<file path="config.mk">
export PLATFORM = sky130hd
export DESIGN_NAME = ks_add_sequencer
export DESIGN_NICKNAME = d
export VERILOG_FILES = /design/src/rtl/ks_add_sequencer.sv
export SDC_FILE = /design/constraint.sdc
export NUM_CORES = 1
export LEC_CHECK = 0
export CAP_MARGIN = 20
export CORE_MARGIN = 2
export CORE_UTILIZATION = 30
export CTS_CLUSTER_SIZE = 30
export DETAILED_ROUTE_END_ITERATION = 7
export GPL_TIMING_DRIVEN = 0
export PLACE_DENSITY_LB_ADDON = 0.3
export RECOVER_POWER = 25
export SYNTH_ARGS = -nofsm -noshare
export SYNTH_HDL_FRONTEND = slang
export SYNTH_SLANG_ARGS = --single-unit
</file>
<file path="constraint.sdc">
create_clock -name clk -period 3.6 [get_ports clk]
set_input_delay 0.36 -clock clk [delete_from_list [all_inputs] [get_ports clk]]
set_output_delay 0.36 -clock clk [all_outputs]
set_load 0.05 [all_outputs]
</file>
<file path="src/rtl/ks_add_sequencer.sv">
// Sequences a W-bit add/subtract through a shared external 16-bit adder,
// one slice per cycle from LSB to MSB, with valid/ready handshakes on both sides.
module ks_add_sequencer #(
   parameter int unsigned NSLICE = 4,
   localparam int unsigned W = 16 * NSLICE
) (
   input  logic         clk,
   input  logic         rst_n,
   input  logic         in_valid,
   output logic         in_ready,
   input  logic [W-1:0] in_a,
   input  logic [W-1:0] in_b,
   input  logic         in_sub,
   input  logic         in_cin,
   output logic [15:0]  add_a,
   output logic [15:0]  add_b,
   output logic         add_cin,
   input  logic [15:0]  add_sum,
   input  logic         add_cout,
   output logic         out_valid,
   input  logic         out_ready,
   output logic [W-1:0] out_sum,
   output logic         out_cout,
   output logic         out_ovf,
   output logic         busy
);

   localparam int unsigned IDX_W = $clog2(NSLICE);
   localparam int unsigned OFF_W = IDX_W + 4;

   typedef enum logic [1:0] {IDLE, RUN, DONE} state_t;

   state_t             state_q, state_d;
   logic [W-1:0]       a_q, b_q, work_q, work_d;
   logic               carry_q;
   logic [IDX_W-1:0]   idx_q;
   logic [OFF_W-1:0]   off;
   logic               last;

   // Bit offset of the current slice (idx * 16).
   assign off = {idx_q, 4'b0000};

   // State register.
   always_ff @(posedge clk or negedge rst_n) begin
      if (!rst_n) state_q <= IDLE;
      else        state_q <= state_d;
   end

   // Next-state, handshake outputs and adder slice muxing.
   always_comb begin
      state_d   = state_q;
      in_ready  = 1'b0;
      out_valid = 1'b0;
      busy      = 1'b1;
      add_a     = '0;
      add_b     = '0;
      add_cin   = 1'b0;
      work_d    = work_q;
      last      = 1'b0;
      case (state_q)
         IDLE: begin
            in_ready = 1'b1;
            busy     = 1'b0;
            if (in_valid) state_d = RUN;
         end
         RUN: begin
            add_a            = a_q[off +: 16];
            add_b            = b_q[off +: 16];
            add_cin          = carry_q;
            work_d[off +: 16] = add_sum;
            last             = (idx_q == IDX_W'(NSLICE - 1));
            if (last) state_d = DONE;
         end
         DONE: begin
            out_valid = 1'b1;
            if (out_ready) state_d = IDLE;
         end
         default: state_d = IDLE;
      endcase
   end

   // Operand capture, slice accumulation and result latch.
   always_ff @(posedge clk or negedge rst_n) begin
      if (!rst_n) begin
         a_q      <= '0;
         b_q      <= '0;
         work_q   <= '0;
         carry_q  <= 1'b0;
         idx_q    <= '0;
         out_sum  <= '0;
         out_cout <= 1'b0;
         out_ovf  <= 1'b0;
      end else begin
         case (state_q)
            IDLE: begin
               if (in_valid) begin
                  a_q     <= in_a;
                  b_q     <= in_sub ? ~in_b : in_b;
                  carry_q <= in_sub | in_cin;
                  idx_q   <= '0;
               end
            end
            RUN: begin
               work_q  <= work_d;
               carry_q <= add_cout;
               idx_q   <= idx_q + IDX_W'(1);
               if (last) begin
                  out_sum  <= work_d;
                  out_cout <= add_cout;
                  out_ovf  <= (a_q[W-1] == b_q[W-1]) && (add_sum[15] != a_q[W-1]);
               end
            end
            default: ;
         endcase
      end
   end

endmodule

</file>
==> impl_metrics.env, run 1 <==
export IMPL_status="finished with violations"
export IMPL_violations="capacitance limit, slew limit"
export IMPL_rsz0062_at_grt="false"
export IMPL_grt_max_degree=93
export IMPL_p_clk_frac=0.184
export IMPL_cp_end_kind="output pin"
export IMPL_tightest_slew_ns=1.97
export IMPL_finalWirelength_mm=35.5
export IMPL_antenna_found_initial=2
export IMPL_globalRouteMet1Util=0.246
export IMPL_grt_pass1_wl_mm=55.1
export IMPL_grtUsageMet3=0.0346
export IMPL_required_ns=3.24
export IMPL_cts_setup_buffers=0
export IMPL_hp_class="in2reg"
export IMPL_p_per_area_nw_per_um2=1030
export IMPL_period_needed_ns=3.43
export IMPL_drive_gt1_frac=0.100
export IMPL_synth_area_leaders="dfrtp_1 (55%), nand2_1 (8.9%), mux4_2 (6.4%)"
export IMPL_dr_pass1_iters=7
export IMPL_core_um2=37400
export IMPL_synth_edf_count=0
export IMPL_htreeDepth=1
export IMPL_cts_sinks=247
export IMPL_first_iter_violations=502
export IMPL_rrSetupSlack_ns=0.52
export IMPL_place_congestion=0.780
export IMPL_synthArstFlopShare=1.00
export IMPL_timing_final_max_slew_violations=77
export IMPL_syn_inst=1089
export IMPL_p_leak_nw=6.71
export IMPL_hold_slack_ns=0.205
export IMPL_cts_tree="built"
export IMPL_area_growth_syn_to_layout_pct=35.3
export IMPL_finClkSkew_ns=0.0154
export IMPL_maxCapViolCount=1
export IMPL_period_share=0.952
export IMPL_p_sw_w=0.00688
export IMPL_ys_warn_count=0
export IMPL_yosysTopAreaCell="dfrtp_1"
export IMPL_top_usage_layer="met2"
export IMPL_viasPerCell=4.77
export IMPL_critPathLaunchType="flip-flop"
export IMPL_use_met2=0.305
export IMPL_fp_dieW_um=198
export IMPL_dp_cells=1837
export IMPL_hold_viol_final=0
export IMPL_pwr_share_comb=0.507
export IMPL_n_antenna_cell=0
export IMPL_cts_path_max_buffers=3
export IMPL_wl_per_cell_um=18.8
export IMPL_grt_ovfl_total=0
export IMPL_num_io_pins=253
export IMPL_fin_nets=1513
export IMPL_synth_ff_type="dfrtp_1"
export IMPL_synth_top_area_share=0.548
export IMPL_fmax_mhz=292
export IMPL_synth_nets=1245
export IMPL_port_buffers=235
export IMPL_postRouteAntennaNets=0
export IMPL_dieHeight_um=198
export IMPL_finalNonFillerCells=1888
export IMPL_setup_violations_final=0
export IMPL_fillerInstances=3721
export IMPL_clkLatencyLatePin_ns=0.55
export IMPL_ys_seq_elements=247
export IMPL_yosys_cell_types_count=37
export IMPL_synth_seq_area_share=0.548
export IMPL_drc=0
export IMPL_synth_area_um2=11300
export IMPL_critical_path_class="reg2out"
export IMPL_cts_root_buf="clkbuf_16"
export IMPL_cts_buffers=28
export IMPL_cp_max_fo=10
export IMPL_die_area_um2=39200
export IMPL_start_util=0.302
export IMPL_dp_hpwl_mm=25.8
export IMPL_grt_pass1_vias=9359
export IMPL_rows=71
export IMPL_peakVddDrop_mv=0.569
export IMPL_avgSynthCellArea_um2=10.4
export IMPL_max_slew_margin=-0.314
export IMPL_switching_share=0.438
export IMPL_seqPwrFrac=0.310
export IMPL_groute_usage_overall=0.184
export IMPL_vias=9012
export IMPL_cp_arrival_ns=3.07
export IMPL_clk_pin_slew_ns=0.06
export IMPL_internal_power_w=0.00881
==> per-layer routing <==
| layer | vias to the layer above | wire (um) | part of all wire |
|---|---|---|---|
| met1 | 4444 | 15700 | 0.44 |
| met2 | 288 | 16700 | 0.47 |
| met3 | 57 | 2170 | 0.061 |
| li1 | 4221 | - | - |
| met5 | - | 11 | 0.00031 |
| met4 | 2 | 903 | 0.025 |
==> sequential cells by signal (all words and copies together), names as in the netlist <==
| register | cells |
|---|---|
| out_sum | 64 |
| out_ovf | 1 |
| a_q | 64 |
| carry_q | 1 |
| out_cout | 1 |
| idx_q | 2 |
| state_q | 2 |
| b_q | 64 |
| work_q | 48 |
==> metrics by stage <==
step                      power (W)  utilization  area [um2]  setup TNS (ns)  setup slack, ns
final                        0.0157        0.408       15300               0            0.173
after global routing         0.0167        0.408       15300               0           0.0173
after CTS                    0.0158        0.409       15300               0           0.0803
after detailed placement     0.0129        0.383       14300               0            0.203
after global placement       0.0128        0.382       14300        -2133.60            -8.68
after floorplan              0.0101            -       11300               0             1.10
==> placed cells by master (no fill, tap or decap), drive strengths merged, types with 2 or more instances in the layout <==
| cell type | count |
|---|---|
| and3b | 3 |
| bufinv | 2 |
| o21ai | 67 |
| o2bb2ai | 4 |
| mux4 | 32 |
| nor2 | 51 |
| xnor2 | 64 |
| and2 | 34 |
| inv | 6 |
| clkbuf | 105 |
| dfrtp | 247 |
| ha | 5 |
| and2b | 6 |
| a32oi | 15 |
| a22o | 60 |
| clkinv | 7 |
| nand2 | 267 |
| dlygate4sd2 | 3 |
| clkdlybuf4s50 | 231 |
| buf | 39 |
| a31oi | 17 |
| or2 | 2 |
| nand3 | 4 |
| a21oi | 65 |
| and3 | 2 |
| nor2b | 28 |
==> synthesized netlist by cell type (4+ instances only) <==
| master | count |
|---|---|
| a21oi_1 | 65 |
| a22o_1 | 55 |
| a22o_2 | 5 |
| a31oi_1 | 17 |
| a32oi_1 | 15 |
| and2_1 | 34 |
| and2b_1 | 6 |
| buf_1 | 10 |
| buf_2 | 18 |
| buf_6 | 8 |
| clkbuf_1 | 52 |
| clkbuf_2 | 12 |
| dfrtp_1 | 247 |
| ha_1 | 5 |
| inv_1 | 5 |
| mux4_2 | 32 |
| nand2_1 | 267 |
| nand3_1 | 4 |
| nor2_1 | 51 |
| nor2b_1 | 28 |
| o21ai_0 | 67 |
| o2bb2ai_1 | 4 |
| xnor2_1 | 64 |
==> area by class of cell <==
class	instances	area, um2	share of cell area
tap	511	639	0.0419
inverter	5	18.8	0.00123
timing repair buffer	238	2410	0.158
clock inverter	10	104	0.00680
sequential	247	6180	0.405
buffer	101	488	0.0319
clock buffer	40	827	0.0541
multi-input combinational	736	4610	0.302
==> worst paths after layout <==
| path | start | end | depth (start not counted) |
|---|---|---|---|
| setup / recovery | state_q[0] | add_a[8] | 5 |
| hold / removal | add_sum[1] | out_sum[49] | 2 |
| setup reg to reg | idx_q[1] | out_sum[40] | 9 |
| hold reg to reg | a_q[35] | a_q[35] | 2 |
| max in group asynchronous | rst_n | work_q[44] | 4 |
| min in group asynchronous | rst_n | b_q[38] | 2 |
==> critical path, cell delays in order, from the launching register on <==
cell and delay [ns]:
dfrtp_1 0.47, nor2b_2 0.35, buf_2 0.34, clkbuf_2 0.34
and2_1 0.21, clkdlybuf4s50_1 0.81
==> power groups by stage <==
stage | Clock [W] | Combinational, W | Sequential [W]
6_report | 0.00288 | 0.00795 | 0.00486
5_1_grt | 0.00304 | 0.00860 | 0.00502
4_1_cts | 0.00294 | 0.00805 | 0.00486
3_5_place_dp | 0 | 0.00803 | 0.00489
3_3_place_gp | 0 | 0.00794 | 0.00486
2_1_floorplan | 0 | 0.00418 | 0.00593
==> timing repair <==
| action | 4_1_cts | 5_1_grt |
|---|---|---|
| hold endpoints to repair | 76 | 0 |
| resized for setup | 8 | 4 |
| hold buffers | 1 | 0 |
| endpoints found under the setup margin | 28 | 8 |
==> cells by family (layout without fill, tap and decap cells) <==
group | after synthesis | after routing | synth area share
flops | 247 | 247 | 0.548
simple gates | 404 | 404 | 0.157
mux | 33 | 33 | 0.0648
compound gates | 230 | 230 | 0.131
buf+inv | 106 | 394 | 0.0442
fa+ha+maj | 5 | 5 | 0.00554
xor+xnor | 64 | 64 | 0.0497
(Power assumes the default switching activity.)
==> inputs of run 2 (changes only) <==
--- a/config.mk
+++ b/config.mk
@@ -7,10 +7,11 @@
 export LEC_CHECK = 0
 export CAP_MARGIN = 20
 export CORE_MARGIN = 2
-export CORE_UTILIZATION = 30
+export CORE_UTILIZATION = 51
 export CTS_CLUSTER_SIZE = 30
 export DETAILED_ROUTE_END_ITERATION = 7
 export GPL_TIMING_DRIVEN = 0
+export HOLD_SLACK_MARGIN = 0.03
 export PLACE_DENSITY_LB_ADDON = 0.3
 export RECOVER_POWER = 25
 export SYNTH_ARGS = -nofsm -noshare
==> run 2 against run 1 <==
  * The flow still finishes with violations (capacitance limit, slew limit)
  * Final cell count down 13%
  * Worst hold slack better by 0.020 ns
  * Clock power down 11%
  * First-iteration DRC count up 26%
  * Wire length down 9.1%
  * Via count up 1.8%
  * Combinational power down 0.9%
  * Critical path depth unchanged
  * Global-route usage up 9.1 points
  * Non-clock buffer count unchanged
  * Register-to-register slack worse by 0.24 ns
  * Utilization up 27 points
  * Critical endpoint is now add_a[14]
  * Highest routed layer is now met4
==> impl_metrics.env, run 2 (same netlist as run 1, synthesis figures left out) <==
export IMPL_fp_dieW_um=153
export IMPL_rsz0062_at_grt="true"
export IMPL_reg_top3="a_q x64, b_q x64, out_sum x64"
export IMPL_num_io_pins=253
export IMPL_final_common_cell="nand2_1"
export IMPL_dr_pass1_iters=7
export IMPL_rows=54
export IMPL_drc=0
export IMPL_clk_pin_slew_ns=0.07
export IMPL_worstHoldStart="add_sum[2]"
export IMPL_critical_path_class="reg2out"
export IMPL_start_util=0.519
export IMPL_n_antenna_cell=0
export IMPL_finalWirelength_mm=32.2
export IMPL_fin_util=0.681
export IMPL_layout_common_cells="nand2_1 (267), dfrtp_1 (247), clkdlybuf4s50_1 (232)"
export IMPL_timing_final_max_slew_violations=95
export IMPL_period_needed_ns=3.49
export IMPL_postRouteAntennaNets=0
export IMPL_rr_startpoint="idx_q[1]"
export IMPL_core_um2=21800
export IMPL_grt_pass1_wl_mm=51.3
export IMPL_setup_violations_final=0
export IMPL_pre_cts_slack_ns=0.359
export IMPL_max_slew_margin=-0.602
export IMPL_htreeDepth=1
export IMPL_hp_class="in2reg"
export IMPL_power_w=0.0153
export IMPL_dp_cells=1606
export IMPL_maxCapViolCount=1
export IMPL_hold_viol_final=0
export IMPL_p_leak_nw=6.62
export IMPL_status="finished with violations"
export IMPL_fin_nets=1510
export IMPL_grt_ovfl_total=0
export IMPL_dpl_instance_area_um2=14100
export IMPL_finClkSkew_ns=0.0146
export IMPL_p_per_area_nw_per_um2=1030
export IMPL_grt_max_degree=104
export IMPL_startpoint="idx_q[1]"
export IMPL_fillerInstances=1646
export IMPL_fin_area_um2=14800
export IMPL_drive_gt1_frac=0.0899
export IMPL_first_iter_violations=631
export IMPL_die_area_um2=23300
export IMPL_clkLatencyLatePin_ns=0.52
export IMPL_required_ns=3.24
export IMPL_dp_hpwl_mm=22.9
export IMPL_tightest_slew_ns=2.40
export IMPL_area_growth_syn_to_layout_pct=31.3
export IMPL_wl_per_cell_um=19.6
export IMPL_period_share=0.970
export IMPL_violations="capacitance limit, slew limit"
export IMPL_finalNonFillerCells=1648
export IMPL_cts_tree="built"
export IMPL_port_buffers=235
export IMPL_cts_root_buf="clkbuf_16"
export IMPL_cp_arrival_ns=3.13
export IMPL_dieHeight_um=153
export IMPL_place_congestion=0.845
export IMPL_regArea_um2=6180
export IMPL_cts_buffers=25
export IMPL_viasPerCell=5.56
export IMPL_cp_max_fo=10
export IMPL_cts_path_max_buffers=3
export IMPL_peakVddDrop_mv=0.660
export IMPL_cts_sinks=247
export IMPL_fmax_mhz=286
export IMPL_grt_pass1_vias=9311
export IMPL_worst_slack_ns=0.109
export IMPL_vias=9170
export IMPL_antenna_found_initial=0
export IMPL_cp_end_kind="output pin"
export IMPL_multi_input_area_um2=4610
export IMPL_critPathLaunchType="flip-flop"
export IMPL_groute_usage_overall=0.275
run 2: stage by stage:
| step | TNS [ns] | hold WS, ns |
|---|---|---|
| 6_report | 0 | 0.225 |
| 2_1_floorplan | 0 | 0.0644 |
| 5_1_grt | -0.000998 | 0.226 |
| 3_3_place_gp | -2012.47 | 0.453 |
| 3_5_place_dp | 0 | 0.287 |
| 4_1_cts | 0 | 0.217 |
run 2: final timing paths:
path | to | slack (ns) | cells after the start
min in group asynchronous | out_sum[29] | 0.33 | 2
max in group asynchronous | a_q[3] | 0.57 | 4
min reg2reg | a_q[47] | 0.47 | 2
max reg2reg | out_sum[39] | 0.28 | 9
min | out_sum[50] | 0.23 | 2
max | add_a[14] | 0.11 | 5
run 2: layer usage:
metal / part of all wire / track usage / wire length, um / vias to the layer above
met5: 0 / 0 / 0 / -
met2: 0.49 / 0.459 / 15900 / 417
li1: - / - / - / 4213
met3: 0.075 / 0.0535 / 2410 / 72
met4: 0.031 / 0.0811 / 999 / 0
met1: 0.40 / 0.368 / 12900 / 4468
run 2: power by group:
part	leakage (nW)	internal [W]	switching [W]
Combinational	3.12	0.00298	0.00491
Clock	0.384	0.00147	0.00107
Sequential	3.12	0.00411	0.000767
run 2: area by class of cell:
type                    instances  share of cell area
plain buffers                 101              0.0324
clock buffers                  33              0.0463
clock inverters                 8             0.00625
inverters                       5             0.00127
multi-input cells             736               0.311
flip-flops and latches        247               0.417
well taps                     280              0.0236
repair buffers                238               0.162
run 2: worst max-delay path, cell delays in order, from the launching register on:
cell and delay (ns):
dfrtp_1 0.39, clkbuf_1 0.30, clkbuf_1 0.61, mux4_2 0.34, and2_1 0.15, clkdlybuf4s50_1 0.81
run 2: repair_timing:
item,in CTS,in global routing
setup buffers,0,0
endpoints found under the setup margin,0,28
hold buffers,1,0
gates resized for setup,0,3
endpoints found under the hold margin,50,0
